File: src/rtl/ftdi_async_fifo_if.sv
// Core-side byte stream bundle: TX bytes in, RX bytes out (show-ahead).
interface ftdi_async_fifo_if;
  logic       inport_valid_i;
  logic [7:0] inport_data_i;
  logic       inport_accept_o;
  logic       outport_valid_o;
  logic [7:0] outport_data_o;
  logic       outport_accept_i;

  // slave: the bridge itself
  modport slave (
    input  inport_valid_i, inport_data_i, outport_accept_i,
    output inport_accept_o, outport_valid_o, outport_data_o
  );

  // master: the protocol layer driving TX and consuming RX
  modport master (
    output inport_valid_i, inport_data_i, outport_accept_i,
    input  inport_accept_o, outport_valid_o, outport_data_o
  );
endinterface

File: src/rtl/ftdi_async_fifo.sv
// FT245-style async FIFO bridge: RX/TX byte buffers, programmable pad
// strobe timing, round-robin RX/TX arbitration and SIWU flush on TX idle.
module ftdi_async_fifo #(
  parameter int RX_DEPTH     = 16,
  parameter int TX_DEPTH     = 16,
  parameter int RD_STROBE    = 2,
  parameter int WR_SETUP     = 1,
  parameter int WR_STROBE    = 2,
  parameter int RECOVER      = 2,
  parameter int SIWU_TIMEOUT = 0
) (
  input  logic                          clk_i,
  input  logic                          rst_i,
  input  logic                          ftdi_rxf_i,
  input  logic                          ftdi_txe_i,
  input  logic [7:0]                    ftdi_data_in_i,
  output logic                          ftdi_siwua_o,
  output logic                          ftdi_wrn_o,
  output logic                          ftdi_rdn_o,
  output logic                          ftdi_oen_o,
  output logic [7:0]                    ftdi_data_out_o,
  ftdi_async_fifo_if.slave              bus_if,
  output logic [$clog2(RX_DEPTH):0]     rx_level_o,
  output logic [$clog2(TX_DEPTH):0]     tx_level_o
);

  function automatic int max2(int a, int b);
    return (a > b) ? a : b;
  endfunction

  localparam int RAW     = $clog2(RX_DEPTH);
  localparam int TAW     = $clog2(TX_DEPTH);
  localparam int CNT_MAX = max2(max2(max2(RD_STROBE, WR_SETUP), max2(WR_STROBE, RECOVER)), 2);
  localparam int CW      = $clog2(CNT_MAX);
  localparam int IW      = max2($clog2(SIWU_TIMEOUT + 1), 1);

  generate
    if (RX_DEPTH < 2 || (RX_DEPTH & (RX_DEPTH - 1)) != 0) begin : g_bad_rx_depth
      $error("RX_DEPTH must be a power of 2 and >= 2");
    end
    if (TX_DEPTH < 2 || (TX_DEPTH & (TX_DEPTH - 1)) != 0) begin : g_bad_tx_depth
      $error("TX_DEPTH must be a power of 2 and >= 2");
    end
    if (RD_STROBE < 1 || WR_SETUP < 1 || WR_STROBE < 1) begin : g_bad_strobe
      $error("RD_STROBE, WR_SETUP and WR_STROBE must be >= 1");
    end
    if (RECOVER < 2) begin : g_bad_recover
      $error("RECOVER must be >= 2 to cover flag resynchronisation");
    end
    if (SIWU_TIMEOUT < 0) begin : g_bad_siwu
      $error("SIWU_TIMEOUT must be >= 0");
    end
  endgenerate

  typedef enum logic [2:0] {
    ST_IDLE, ST_RX_STROBE, ST_TX_SETUP, ST_TX_STROBE, ST_RECOVER, ST_SIWU
  } state_t;

  state_t         r_state, w_state_nxt;
  logic [CW-1:0]  r_cnt, w_cnt_nxt;
  logic [IW-1:0]  r_idle, w_idle_nxt;
  logic           r_rxf_meta, r_rxf_sync, r_txe_meta, r_txe_sync;
  logic           r_rdn, r_wrn, r_oen, r_siwua, r_last_tx, r_dirty;
  logic           w_rdn_nxt, w_wrn_nxt, w_oen_nxt, w_siwua_nxt, w_last_tx_nxt, w_dirty_nxt;
  logic [7:0]     r_dout, w_dout_nxt;
  logic           w_rx_push, w_rx_pop, w_tx_push, w_tx_pop, w_rx_req, w_tx_req;

  logic [7:0]     r_rx_mem [RX_DEPTH];
  logic [7:0]     r_tx_mem [TX_DEPTH];
  logic [RAW-1:0] r_rx_wr, r_rx_rd;
  logic [TAW-1:0] r_tx_wr, r_tx_rd;
  logic [RAW:0]   r_rx_level;
  logic [TAW:0]   r_tx_level;

  // RXF#/TXE# are asynchronous to clk_i; idle-high through reset
  always_ff @(posedge clk_i or posedge rst_i) begin
    if (rst_i) begin
      r_rxf_meta <= 1'b1; r_rxf_sync <= 1'b1;
      r_txe_meta <= 1'b1; r_txe_sync <= 1'b1;
    end else begin
      r_rxf_meta <= ftdi_rxf_i; r_rxf_sync <= r_rxf_meta;
      r_txe_meta <= ftdi_txe_i; r_txe_sync <= r_txe_meta;
    end
  end

  assign w_tx_push = bus_if.inport_valid_i & bus_if.inport_accept_o;
  assign w_rx_pop  = bus_if.outport_valid_o & bus_if.outport_accept_i;
  assign w_rx_req  = ~r_rxf_sync & (r_rx_level < (RAW+1)'(RX_DEPTH));
  assign w_tx_req  = ~r_txe_sync & (r_tx_level != '0);

  // buffer storage is not reset; pointers and levels define validity
  always_ff @(posedge clk_i) begin
    if (w_rx_push) r_rx_mem[r_rx_wr] <= ftdi_data_in_i;
    if (w_tx_push) r_tx_mem[r_tx_wr] <= bus_if.inport_data_i;
  end

  // buffer pointers and occupancy
  always_ff @(posedge clk_i or posedge rst_i) begin
    if (rst_i) begin
      r_rx_wr <= '0; r_rx_rd <= '0; r_rx_level <= '0;
      r_tx_wr <= '0; r_tx_rd <= '0; r_tx_level <= '0;
    end else begin
      if (w_rx_push) r_rx_wr <= r_rx_wr + RAW'(1);
      if (w_rx_pop)  r_rx_rd <= r_rx_rd + RAW'(1);
      if (w_tx_push) r_tx_wr <= r_tx_wr + TAW'(1);
      if (w_tx_pop)  r_tx_rd <= r_tx_rd + TAW'(1);
      r_rx_level <= r_rx_level + (RAW+1)'(w_rx_push) - (RAW+1)'(w_rx_pop);
      r_tx_level <= r_tx_level + (TAW+1)'(w_tx_push) - (TAW+1)'(w_tx_pop);
    end
  end

  // pad FSM: arbitration, strobe timing, SIWU idle detection
  always_comb begin
    w_state_nxt   = r_state;
    w_cnt_nxt     = r_cnt - CW'(1);
    w_idle_nxt    = '0;
    w_rdn_nxt     = r_rdn;
    w_wrn_nxt     = r_wrn;
    w_oen_nxt     = r_oen;
    w_siwua_nxt   = r_siwua;
    w_dout_nxt    = r_dout;
    w_last_tx_nxt = r_last_tx;
    w_dirty_nxt   = r_dirty;
    w_rx_push     = 1'b0;
    w_tx_pop      = 1'b0;
    case (r_state)
      ST_IDLE: begin
        w_cnt_nxt = r_cnt;
        // on a tie RX wins unless it was the last direction served
        if (w_rx_req && (!w_tx_req || r_last_tx)) begin
          w_state_nxt = ST_RX_STROBE; w_rdn_nxt = 1'b0;
          w_cnt_nxt = CW'(RD_STROBE - 1); w_last_tx_nxt = 1'b0;
        end else if (w_tx_req) begin
          w_state_nxt = ST_TX_SETUP; w_oen_nxt = 1'b0; w_dout_nxt = r_tx_mem[r_tx_rd];
          w_cnt_nxt = CW'(WR_SETUP - 1); w_last_tx_nxt = 1'b1;
        end else if (SIWU_TIMEOUT > 0 && r_dirty && r_tx_level == '0) begin
          if (r_idle == IW'(SIWU_TIMEOUT - 1)) begin
            w_state_nxt = ST_SIWU; w_siwua_nxt = 1'b0; w_cnt_nxt = CW'(1);
          end else begin
            w_idle_nxt = r_idle + IW'(1);
          end
        end
      end
      ST_RX_STROBE: if (r_cnt == '0) begin
        w_rx_push = 1'b1; w_rdn_nxt = 1'b1;
        w_state_nxt = ST_RECOVER; w_cnt_nxt = CW'(RECOVER - 1);
      end
      ST_TX_SETUP: if (r_cnt == '0) begin
        w_wrn_nxt = 1'b0; w_state_nxt = ST_TX_STROBE; w_cnt_nxt = CW'(WR_STROBE - 1);
      end
      ST_TX_STROBE: if (r_cnt == '0) begin
        // OE#/data stay driven through recovery for hold time
        w_wrn_nxt = 1'b1; w_tx_pop = 1'b1; w_dirty_nxt = (SIWU_TIMEOUT > 0);
        w_state_nxt = ST_RECOVER; w_cnt_nxt = CW'(RECOVER - 1);
      end
      ST_RECOVER: if (r_cnt == '0) begin
        w_oen_nxt = 1'b1; w_state_nxt = ST_IDLE;
      end
      ST_SIWU: if (r_cnt == '0) begin
        w_siwua_nxt = 1'b1; w_dirty_nxt = 1'b0;
        w_state_nxt = ST_RECOVER; w_cnt_nxt = CW'(RECOVER - 1);
      end
      default: w_state_nxt = ST_IDLE;
    endcase
  end

  // FSM state and registered pad outputs; reset releases strobes at once
  always_ff @(posedge clk_i or posedge rst_i) begin
    if (rst_i) begin
      r_state <= ST_IDLE; r_cnt <= '0; r_idle <= '0;
      r_rdn <= 1'b1; r_wrn <= 1'b1; r_oen <= 1'b1; r_siwua <= 1'b1;
      r_dout <= '0; r_last_tx <= 1'b1; r_dirty <= 1'b0;
    end else begin
      r_state <= w_state_nxt; r_cnt <= w_cnt_nxt; r_idle <= w_idle_nxt;
      r_rdn <= w_rdn_nxt; r_wrn <= w_wrn_nxt; r_oen <= w_oen_nxt; r_siwua <= w_siwua_nxt;
      r_dout <= w_dout_nxt; r_last_tx <= w_last_tx_nxt; r_dirty <= w_dirty_nxt;
    end
  end

  assign ftdi_rdn_o             = r_rdn;
  assign ftdi_wrn_o             = r_wrn;
  assign ftdi_oen_o             = r_oen;
  assign ftdi_siwua_o           = r_siwua;
  assign ftdi_data_out_o        = r_dout;
  assign bus_if.inport_accept_o = (r_tx_level != (TAW+1)'(TX_DEPTH));
  assign bus_if.outport_valid_o = (r_rx_level != '0);
  assign bus_if.outport_data_o  = r_rx_mem[r_rx_rd];
  assign rx_level_o             = r_rx_level;
  assign tx_level_o             = r_tx_level;

endmodule
File: src/flat_wrapper.sv
// flat-port wrapper written by rule: the top's interface ports become plain ports
module ftdi_async_fifo_flat 
#(
  parameter int RX_DEPTH     = 16,
  parameter int TX_DEPTH     = 16,
  parameter int RD_STROBE    = 2,
  parameter int WR_SETUP     = 1,
  parameter int WR_STROBE    = 2,
  parameter int RECOVER      = 2,
  parameter int SIWU_TIMEOUT = 0
)
  (clk_i, rst_i, ftdi_rxf_i, ftdi_txe_i, ftdi_data_in_i, ftdi_siwua_o, ftdi_wrn_o, ftdi_rdn_o, ftdi_oen_o, ftdi_data_out_o, rx_level_o, tx_level_o, bus_if_inport_valid_i, bus_if_inport_data_i, bus_if_outport_accept_i, bus_if_inport_accept_o, bus_if_outport_valid_o, bus_if_outport_data_o);
  ftdi_async_fifo_if bus_if_i ();
  input  logic clk_i;
  input  logic rst_i;
  input  logic ftdi_rxf_i;
  input  logic ftdi_txe_i;
  input  logic [7:0] ftdi_data_in_i;
  output logic ftdi_siwua_o;
  output logic ftdi_wrn_o;
  output logic ftdi_rdn_o;
  output logic ftdi_oen_o;
  output logic [7:0] ftdi_data_out_o;
  output logic [$clog2(RX_DEPTH):0] rx_level_o;
  output logic [$clog2(TX_DEPTH):0] tx_level_o;
  input wire logic [$bits(bus_if_i.inport_valid_i)-1:0] bus_if_inport_valid_i;
  input wire logic [$bits(bus_if_i.inport_data_i)-1:0] bus_if_inport_data_i;
  input wire logic [$bits(bus_if_i.outport_accept_i)-1:0] bus_if_outport_accept_i;
  output wire logic [$bits(bus_if_i.inport_accept_o)-1:0] bus_if_inport_accept_o;
  output wire logic [$bits(bus_if_i.outport_valid_o)-1:0] bus_if_outport_valid_o;
  output wire logic [$bits(bus_if_i.outport_data_o)-1:0] bus_if_outport_data_o;
  assign bus_if_i.inport_valid_i = bus_if_inport_valid_i;
  assign bus_if_i.inport_data_i = bus_if_inport_data_i;
  assign bus_if_i.outport_accept_i = bus_if_outport_accept_i;
  assign bus_if_inport_accept_o = bus_if_i.inport_accept_o;
  assign bus_if_outport_valid_o = bus_if_i.outport_valid_o;
  assign bus_if_outport_data_o = bus_if_i.outport_data_o;
  ftdi_async_fifo #(.RX_DEPTH(RX_DEPTH), .TX_DEPTH(TX_DEPTH), .RD_STROBE(RD_STROBE), .WR_SETUP(WR_SETUP), .WR_STROBE(WR_STROBE), .RECOVER(RECOVER), .SIWU_TIMEOUT(SIWU_TIMEOUT)) u_core (.clk_i(clk_i), .rst_i(rst_i), .ftdi_rxf_i(ftdi_rxf_i), .ftdi_txe_i(ftdi_txe_i), .ftdi_data_in_i(ftdi_data_in_i), .ftdi_siwua_o(ftdi_siwua_o), .ftdi_wrn_o(ftdi_wrn_o), .ftdi_rdn_o(ftdi_rdn_o), .ftdi_oen_o(ftdi_oen_o), .ftdi_data_out_o(ftdi_data_out_o), .bus_if(bus_if_i), .rx_level_o(rx_level_o), .tx_level_o(tx_level_o));
endmodule
File: config.mk
export PLATFORM = sky130hd
export DESIGN_NAME = ftdi_async_fifo_flat
export DESIGN_NICKNAME = d
export VERILOG_FILES = /design/src/rtl/ftdi_async_fifo_if.sv /design/src/rtl/ftdi_async_fifo.sv /design/src/flat_wrapper.sv
export SDC_FILE = /design/constraint.sdc
export NUM_CORES = 1
export LEC_CHECK = 0
export BUFFER_PORTS_ARGS = -buffer_cell sky130_fd_sc_hd__buf_2
export CELL_PAD_IN_SITES_DETAIL_PLACEMENT = 1
export CELL_PAD_IN_SITES_GLOBAL_PLACEMENT = 2
export CORE_AREA = 10 10 170 172
export DETAILED_ROUTE_END_ITERATION = 8
export DIE_AREA = 0 0 180 182
export PLACE_DENSITY_LB_ADDON = 0.12
export SYNTH_ARGS = -nofsm -noshare
export SYNTH_HDL_FRONTEND = slang
export SYNTH_SLANG_ARGS = --single-unit
File: constraint.sdc
create_clock -name clk_i -period 2.92 [get_ports clk_i]
set_input_delay 0.584 -clock clk_i [delete_from_list [all_inputs] [get_ports clk_i]]
set_output_delay 0.584 -clock clk_i [all_outputs]
set_load 0.005 [all_outputs]
After elaboration in Yosys (flattened, before gate mapping)

Memory sizes are Yosys's and may differ from the RTL's. A register that Yosys moved wholly into a read port is not among the register bits.
Cells that the tools add are included.

Bits in registers: 38
Bits in writable memories: 256
Input port bits: 22
Output and inout bits: 32
Logic and storage cells: 94
Memories: 2

Memory list:

| memory          | depth | width | read ports | clocked after Yosys merged registers in | wr ports | line                  | source |
|---|---|---|---|---|---|---|---|
| u_core.r_rx_mem | 16    | 8     | 1          | 0                                       | 1        | ftdi_async_fifo.sv:68 | `logic [7:0] r_rx_mem [RX_DEPTH];` |
| u_core.r_tx_mem | 16    | 8     | 1          | 1                                       | 1        | ftdi_async_fifo.sv:69 | `logic [7:0] r_tx_mem [TX_DEPTH];` |

Add/subtract/negate cells: 9
Magnitude comparators: 1
Equal/unequal tests: 15
Muxes and demuxes: 26
Bitwise logic cells: 7
Reductions and logical operators: 18

Operator list:

| kind                                                                    | number |
|---|---|
| 4-bit by 1-bit adder with 4-bit output, second input constant           | 4 |
| 1-bit 2-to-1 mux                                                        | 16 |
| 3-bit 2-to-1 mux                                                        | 5 |
| 2-bit inequality test, second input constant                            | 6 |
| 3-bit case mux with 4 select lines                                      | 1 |
| 5-bit by 1-bit adder with 5-bit output                                  | 2 |
| 5-bit nonzero test                                                      | 2 |
| 5-bit by 1-bit subtractor with 5-bit output                             | 2 |
| 3-bit AND reduction                                                     | 3 |
| 1-bit case mux with 2 select lines                                      | 4 |
| 4-bit AND reduction                                                     | 2 |
| 2-bit nonzero test                                                      | 4 |
| 3-bit by 2-bit == test with 1-bit output, second input constant         | 2 |
| 3-bit == test, second input constant                                    | 2 |
| 5-bit < comparator, second input constant                               | 1 |
| 5-bit inequality test, second input constant                            | 1 |
| 1-bit bitwise AND                                                       | 4 |
| 2-bit by 1-bit inequality test with 1-bit output, second input constant | 2 |
| 4-bit OR reduction                                                      | 1 |
| 3-bit by 1-bit == test with 1-bit output, second input constant         | 1 |
| 3-bit zero test                                                         | 1 |
| 3-bit by 1-bit inequality test with 1-bit output, second input constant | 1 |
| 1-bit inverter                                                          | 3 |
| 3-bit OR reduction                                                      | 1 |
| other kinds (5)                                                         | 5 |

Depth between registers and ports, before layout

Gate-level depths: netlist of run 1.

Word-level depth: 7
Gate-level depth with buffers: 13
Gate-level depth less buffers: 12

Worst setup path before layout of run 1

No wires, ideal clock.

Path kind: register to register
Start point: register u_core.r_rx_level[3], in the netlist u_core.rx_level_o[3]
End point: register u_core.r_rx_level[4], in the netlist u_core.rx_level_o[4]
Library setup time: 0.123 ns
Arrival: 2.626 ns
Required time: 2.797 ns
Slack: 0.171 ns
Stages on the path, launching flop included: 14
Path buffers: 1
Clock period less this slack: 2.749 ns
Cells stage by stage: dfrtp_1 -> inv_1 -> ha_1 -> or4b_1 -> and2_1 -> clkbuf_1 -> ha_1 -> inv_1 -> ha_1 -> fa_1 -> a21oi_1 -> nor2_1 -> nor2_1 -> xnor2_1

Word-level cells in the longest chain between the ends: 3
Elaborated cells on any way between the ends: 4
Classes of those cells: add/sub (2); bitwise (1); reduce/logical (1)

Ends and longest elaborated chain:

| element                                     | line                   | source |
|---|---|---|
| start, declared                             | ftdi_async_fifo.sv:72  | `logic [RAW:0] r_rx_level;` |
| start signal, assigned                      | ftdi_async_fifo.sv:107 | `r_rx_level <= r_rx_level + (RAW+1)'(w_rx_push) - (RAW+1)'(w_rx_pop);` |
| 5-bit nonzero test                          | ftdi_async_fifo.sv:186 | `assign bus_if.outport_valid_o = (r_rx_level != '0);` |
| named net bus_if_outport_valid_o            | flat_wrapper.sv:30     | `output wire logic [$bits(bus_if_i.outport_valid_o)-1:0] bus_if_outport_valid_o;` |
| 1-bit bitwise AND                           | ftdi_async_fifo.sv:87  | `assign w_rx_pop = bus_if.outport_valid_o & bus_if.outport_accept_i;` |
| named net u_core.w_rx_pop                   | ftdi_async_fifo.sv:66  | `logic w_rx_push, w_rx_pop, w_tx_push, w_tx_pop, w_rx_req, w_tx_req;` |
| 5-bit by 1-bit subtractor with 5-bit output | ftdi_async_fifo.sv:107 |  |

The timed path passes the listed nets, and every way through them passes these cells.
A chain may end at the register's enable or synchronous reset.

Worst setup path after layout of run 1

Start point: register u_core.r_rx_rd[0]
End point: output bus_if_outport_data_o[0]

Word-level cells in the longest chain between the ends: 1

Ends and longest elaborated chain:

| element                | line                   | source |
|---|---|---|
| start, declared        | ftdi_async_fifo.sv:70  | `logic [RAW-1:0] r_rx_wr, r_rx_rd;` |
| start signal, assigned | ftdi_async_fifo.sv:104 | `if (w_rx_pop) r_rx_rd <= r_rx_rd + RAW'(1);` |
| memory read 16 x 8 bit | --                     |  |
| end, declared          | flat_wrapper.sv:31     | `output wire logic [$bits(bus_if_i.outport_data_o)-1:0] bus_if_outport_data_o;` |

No other way between the ends.

==> results of run 1 <==
-- stage by stage --
step                      hold WS (ps)  std cells  setup WS (ps)  cell area (sq um)   util
after floorplan                    345        615            171              12100      -
after global placement             347       1009            198              12900  0.504
after detailed placement           351       1009           98.0              12900  0.504
after CTS                          106       1072           -138              14100  0.550
after global routing              99.4       1077           -183              14200  0.554
final                              108       1077           -109              14200  0.554
-- registers in the layout, summed over array words and instances (netlist names) --
| signal | count |
|---|---|
| u_core.r_rx_mem | 128 |
| u_core.r_tx_mem | 128 |
| u_core.ftdi_data_out_o | 8 |
| u_core.rx_level_o | 5 |
| u_core.tx_level_o | 5 |
| u_core.r_rx_rd | 4 |
| u_core.r_rx_wr | 4 |
| u_core.r_tx_rd | 4 |
| u_core.r_tx_wr | 4 |
| u_core.r_state | 3 |
| u_core.ftdi_oen_o | 1 |
| u_core.ftdi_rdn_o | 1 |
| u_core.ftdi_wrn_o | 1 |
| u_core.r_cnt | 1 |
| u_core.r_last_tx | 1 |
| u_core.r_rxf_meta | 1 |
| u_core.r_rxf_sync | 1 |
| u_core.r_txe_meta | 1 |
| u_core.r_txe_sync | 1 |
-- cells in the mapped netlist, types with 8 or more instances --
cell type  count
mux4_2        72
dfstp_2        8
ha_1          22
nor2_1        32
dfrtp_1       38
edfxtp_1     256
a21o_1        12
nand2_1       20
clkbuf_1      14
xnor2_1       14
mux2i_1        8
inv_1         22
o22ai_1        8
nor3_1        11
a211oi_1       8
-- layout make-up --
cell class	count	area share
inverter	22	0.00581
multi-input combinational	257	0.208
clock buffer	39	0.0596
sequential	302	0.623
tap	335	0.0295
clock inverter	19	0.0197
timing repair buffer	103	0.0538
-- critical path: stages (launching register included) --
cell and delay [ps]:
dfrtp_4 430, buf_12 150, clkbuf_16 160, mux4_2 500
mux4_2 510, buf_2 150
-- cell usage in the layout, fill, tap and decap left out, drive strengths merged, types with 11 or more instances in the layout --
| cell | Yosys | layout |
|---|---|---|
| mux4 | 72 | 72 |
| ha | 22 | 22 |
| edfxtp | 256 | 256 |
| nand2 | 20 | 20 |
| a21o | 12 | 12 |
| inv | 22 | 23 |
| clkbuf | 15 | 41 |
| nor3 | 11 | 11 |
| buf | 19 | 101 |
| nor2 | 32 | 32 |
| xnor2 | 14 | 14 |
| dfrtp | 38 | 38 |
-- cells by family (layout without fill, tap and decap cells) --
family	Yosys count	count (layout)	synth area share
AOI/OAI and AO/OA	44	44	0.0254
xor gates and xnor gates	20	20	0.0145
adders and majority gates	24	24	0.0261
buffers and inverters	56	183	0.0221
DFF	302	302	0.734
muxes	82	82	0.143
other	1	1	0.000311
and+or+nand+nor	86	86	0.0350
-- worst min path at each step --
stage          cells past startpoint  slack, ps              start                   end
2_1_floorplan                      0        350  u_core.r_rxf_meta     u_core.r_rxf_sync
5_1_grt                            1        100         ftdi_rxf_i     u_core.r_rxf_meta
4_1_cts                            2        110              rst_i     u_core.r_rx_rd[0]
3_3_place_gp                       0        350  u_core.r_rxf_meta     u_core.r_rxf_sync
3_5_place_dp                       0        350  u_core.r_txe_meta     u_core.r_txe_sync
6_report                           2        110              rst_i  u_core.rx_level_o[3]
-- metal layers --
layer  GRT usage  share of wire  vias to the layer above
li1            -              -                     2639
met1       0.202           0.43                     3161
met2       0.267           0.52                      115
met3      0.0247          0.036                       28
met4      0.0308          0.011                        0
met5           0              0                        -
-- report_power, final --
group	total, mW	internal (mW)	switching [mW]
Clock	4.27	2.66	1.61
Sequential	5.69	5.22	0.477
Combinational	4.03	2.11	1.92
Total	14.0	9.99	4.01
-- what timing repair did --
action | 4_1_cts | 5_1_grt
cloned | 0 | 2
setup endpoints to repair | 8 | 9
resized for setup | 2 | 10
buffers inserted | 5 | 3
==> results.toml, run 1 <==
[run_status]
outcome = "finished, violations left"
violations = "negative setup slack"

[critical_path]
rrSetupSlack_ps = 190
cp-start-kind = "flip-flop"
worst-setup-path-type = "flip-flop to primary output"
reg2regPathDepth = 12
rr_startpoint = "u_core.rx_level_o[3]"
crit_end = "bus_if_outport_data_o[0]"
crit_arrival_ps = 2450
reg2reg_to = "u_core.rx_level_o[4]"
end_kind = "primary output"
crit_required_ps = 2340
crit_fanout = 6
crit_start = "u_core.r_rx_rd[0]"

[detailed_routing]
drt_pass1_iterations = 4
finalWirelength_microns = 26000
ant_nets = 0
drc_errors = 0
vias = 5943
drt_iter0_drc = 461
routed_via_density = 5.52
wl_per_cell_microns = 24.1

[layout]
seq_area_sq_um = 8850
layout.nets = 763
synthToLayoutAreaGrowth_pct = 17.7
antenna_cells = 0
drive_above_1_share = 0.334
multi_input_area_sq_um = 2960
fillers = 2232

[timing]
slew_viol_final = 0
setup_viol = 8
min_period_over_period = 1.04
relSlewSlack = 0.430
finalHoldViolations = 0
tns_ps = -707
fmax_ghz = 0.330
skew_ps = 11.8
final.min_clock_period_ps = 3030
worst_slack_ps = -109
worstMarginPinSlew_ps = 852
rsz0062_at_grt = "yes"

[yosys]
syn_avg_cell_area_sq_um = 19.6
yosys_most_used_dff = "edfxtp_1"
synth_edf_count = 256
syn-num-nets = 661
synth_seq_cells = 302
netlist_instances = 615
syn_area_sq_um = 12100
ys_warn_count = 0
synth_top_area_frac = 0.637
synth-seq-area-share = 0.734
yosysUniqueCellTypes = 49
yosysTopAreaCell = "edfxtp_1"
ys_top_cells_by_area = "edfxtp_1, mux4_2, dfrtp_1"
ys_async_sr_fraction = 0.152

[power_and_ir_drop]
power_leakage_nw = 5.01
ir_worst_vdd_v = 0.000674
p_per_area_nw_per_um2 = 986
p_total_mw = 14.0

[clocking]
cts_inserted_buffers = 31
cts_root_buffer = "clkbuf_16"
cts_sinks = 302
clk_pin_slew_ps = 60
ctsLongestPathBuffers = 3
hold_buffers = 0
htreeDepth = 1
cts_tree = "done"
worstSkewPairLatency_ps = 550

[place]
io_buffers = 52
gp_congestion = 0.758
dp_hpwl_microns = 16900

[floorplanning]
dieArea_sq_um = 32800
initial_utilization = 0.471
num_rows = 59
die_h_microns = 182
core_sq_um = 25600
ioPinCount = 54
die_w_microns = 180

[global_route]
grt_pass1_vias = 6407
antenna_found_initial = 0
grt_pass1_wl_microns = 39700
grt.total_usage = 0.154
grt_max_degree = 36
grt_overflow = 0

[min_path]
hold_path.class = "input port to async pin"

[flow_run]
maxCapViolCount = 0
No activity file was read; power rests on OpenSTA's default activity.
==> run 2: changes to the inputs <==
Settings changed: CORE_AREA 10 10 170 172 to 2 2 159 161, CTS_BUF_LIST from default to sky130_fd_sc_hd__clkbuf_8, DIE_AREA 0 0 180 182 to 0 0 161 163.
==> results.toml, run 2 (synthesized netlist as in run 1, its figures left out) <==
[run_status]
outcome = "finished, violations left"
violations = "negative setup slack"

[power_and_ir_drop]
p_seq_frac = 0.443
power_leakage_nw = 5.03
p_clk_frac = 0.255
p_sw_mw = 3.91
p_int_mw = 8.98
p_per_area_nw_per_um2 = 921
ir_worst_vdd_v = 0.000447
p_total_mw = 12.9
p_sw_frac = 0.304
power_frac_comb = 0.303

[detailed_routing]
drc_errors = 0
finalWirelength_microns = 25200
wl_per_cell_microns = 22.7
vias = 6040
drt_iter0_drc = 370
drt_pass1_iterations = 4
routed_via_density = 5.43
ant_nets = 0

[floorplanning]
die_h_microns = 163
ioPinCount = 54
initial_utilization = 0.489
die_w_microns = 161
dieArea_sq_um = 26200
num_rows = 58
core_sq_um = 24700

[critical_path]
reg2reg_to = "u_core.rx_level_o[4]"
end_kind = "primary output"
crit_start = "u_core.r_rx_rd[0]"
rr_startpoint = "u_core.rx_level_o[3]"
cp_slowest_cell = "mux4_2"
crit_path_max_incr_delay_ps = 490
worst-setup-path-type = "flip-flop to primary output"
crit_required_ps = 2340
rrSetupSlack_ps = 200
crit_fanout = 6
path_cells = "buf_6 -> clkbuf_16 -> mux4_2 -> mux4_2 -> buf_2"
cp-start-kind = "flip-flop"
reg2regPathDepth = 12
crit_arrival_ps = 2420
cp_common_cell = "mux4_2"

[layout]
final_util = 0.567
seq_area_sq_um = 8850
synthToLayoutAreaGrowth_pct = 16.0
layout_commonest_cell = "edfxtp_1"
fillers = 2190
antenna_cells = 0
multi_input_area_sq_um = 2950
layout.nets = 788
instances_no_fill = 1112
final_cell_mix = "edfxtp_1, mux4_2, clkbuf_8, buf_2, buf_4"
fin_area_sq_um = 14000
drive_above_1_share = 0.334

[place]
dp.cells = 1010
post-place-ws_ps = 73.5
io_buffers = 52
dp_hpwl_microns = 16300
place_area_sq_um = 13000
gp_congestion = 0.749

[timing]
worst_slack_ps = -79.4
setup_viol = 7
finalHoldViolations = 0
worstMarginPinSlew_ps = 684
skew_ps = 25.3
final.min_clock_period_ps = 3000
slew_viol_final = 0
relSlewSlack = 0.544
tns_ps = -485
min_period_over_period = 1.03
fmax_ghz = 0.333
holdWs_ps = 50.8
rsz0062_at_grt = "yes"

[global_route]
grt_overflow = 0
grt.total_usage = 0.199
antenna_found_initial = 1
grt_pass1_vias = 6704
grt_pass1_wl_microns = 39300
grt_max_degree = 47

[clocking]
worstSkewPairLatency_ps = 570
cts_inserted_buffers = 50
hold_buffers = 0
clk_pin_slew_ps = 60
cts_tree = "done"
cts_sinks = 302
cts_root_buffer = "clkbuf_8"
ctsLongestPathBuffers = 3
htreeDepth = 2

[min_path]
hold_path.class = "input port to async pin"

[flow_run]
maxCapViolCount = 0
==> run 2: power by group through the flow <==
stage | Combinational (mW) | Sequential [mW] | Clock [mW]
4_1_cts | 3.91 | 5.72 | 3.38
5_1_grt | 4.28 | 5.79 | 3.57
3_3_place_gp | 3.57 | 5.77 | 0
3_5_place_dp | 3.70 | 5.82 | 0
2_1_floorplan | 2.76 | 5.51 | 0
6_report | 3.90 | 5.71 | 3.28
==> run 2: critical path, delay by kind of cell (launching register included) <==
kind                   cells  cell delay, ps
buffers and inverters      3             440
muxes                      2             960
DFF                        1             450
==> run 2: routing by layer <==
metal  global-route usage  share of wire  up-vias
li1                     -              -     2701
met5                    0              0        -
met1                0.245           0.40     3166
met3               0.0359          0.039       42
met2                0.359           0.54      131
met4               0.0617          0.021        0
==> run 2: worst max-delay path by stage <==
stage	end	slack [ps]	depth (start not counted)
2_1_floorplan	u_core.rx_level_o[4]	170	13
3_3_place_gp	u_core.rx_level_o[4]	190	12
3_5_place_dp	u_core.rx_level_o[4]	70	12
4_1_cts	bus_if_outport_data_o[3]	-110	5
5_1_grt	bus_if_outport_data_o[5]	-140	5
6_report	bus_if_outport_data_o[0]	-80	5
==> run 2: layout make-up <==
class / count / share of cell area
Sequential cell: 302 / 0.632
Multi-Input combinational cell: 257 / 0.211
Timing Repair Buffer: 109 / 0.0573
Clock buffer: 53 / 0.0521
Tap cell: 330 / 0.0295
Clock inverter: 39 / 0.0119
Inverter: 22 / 0.00590
==> run 2: repair_timing <==
action | in CTS | in global routing
buffers inserted | 5 | 3
endpoints found under the setup margin | 7 | 9
gates cloned | 2 | 1
resized for setup | 2 | 8
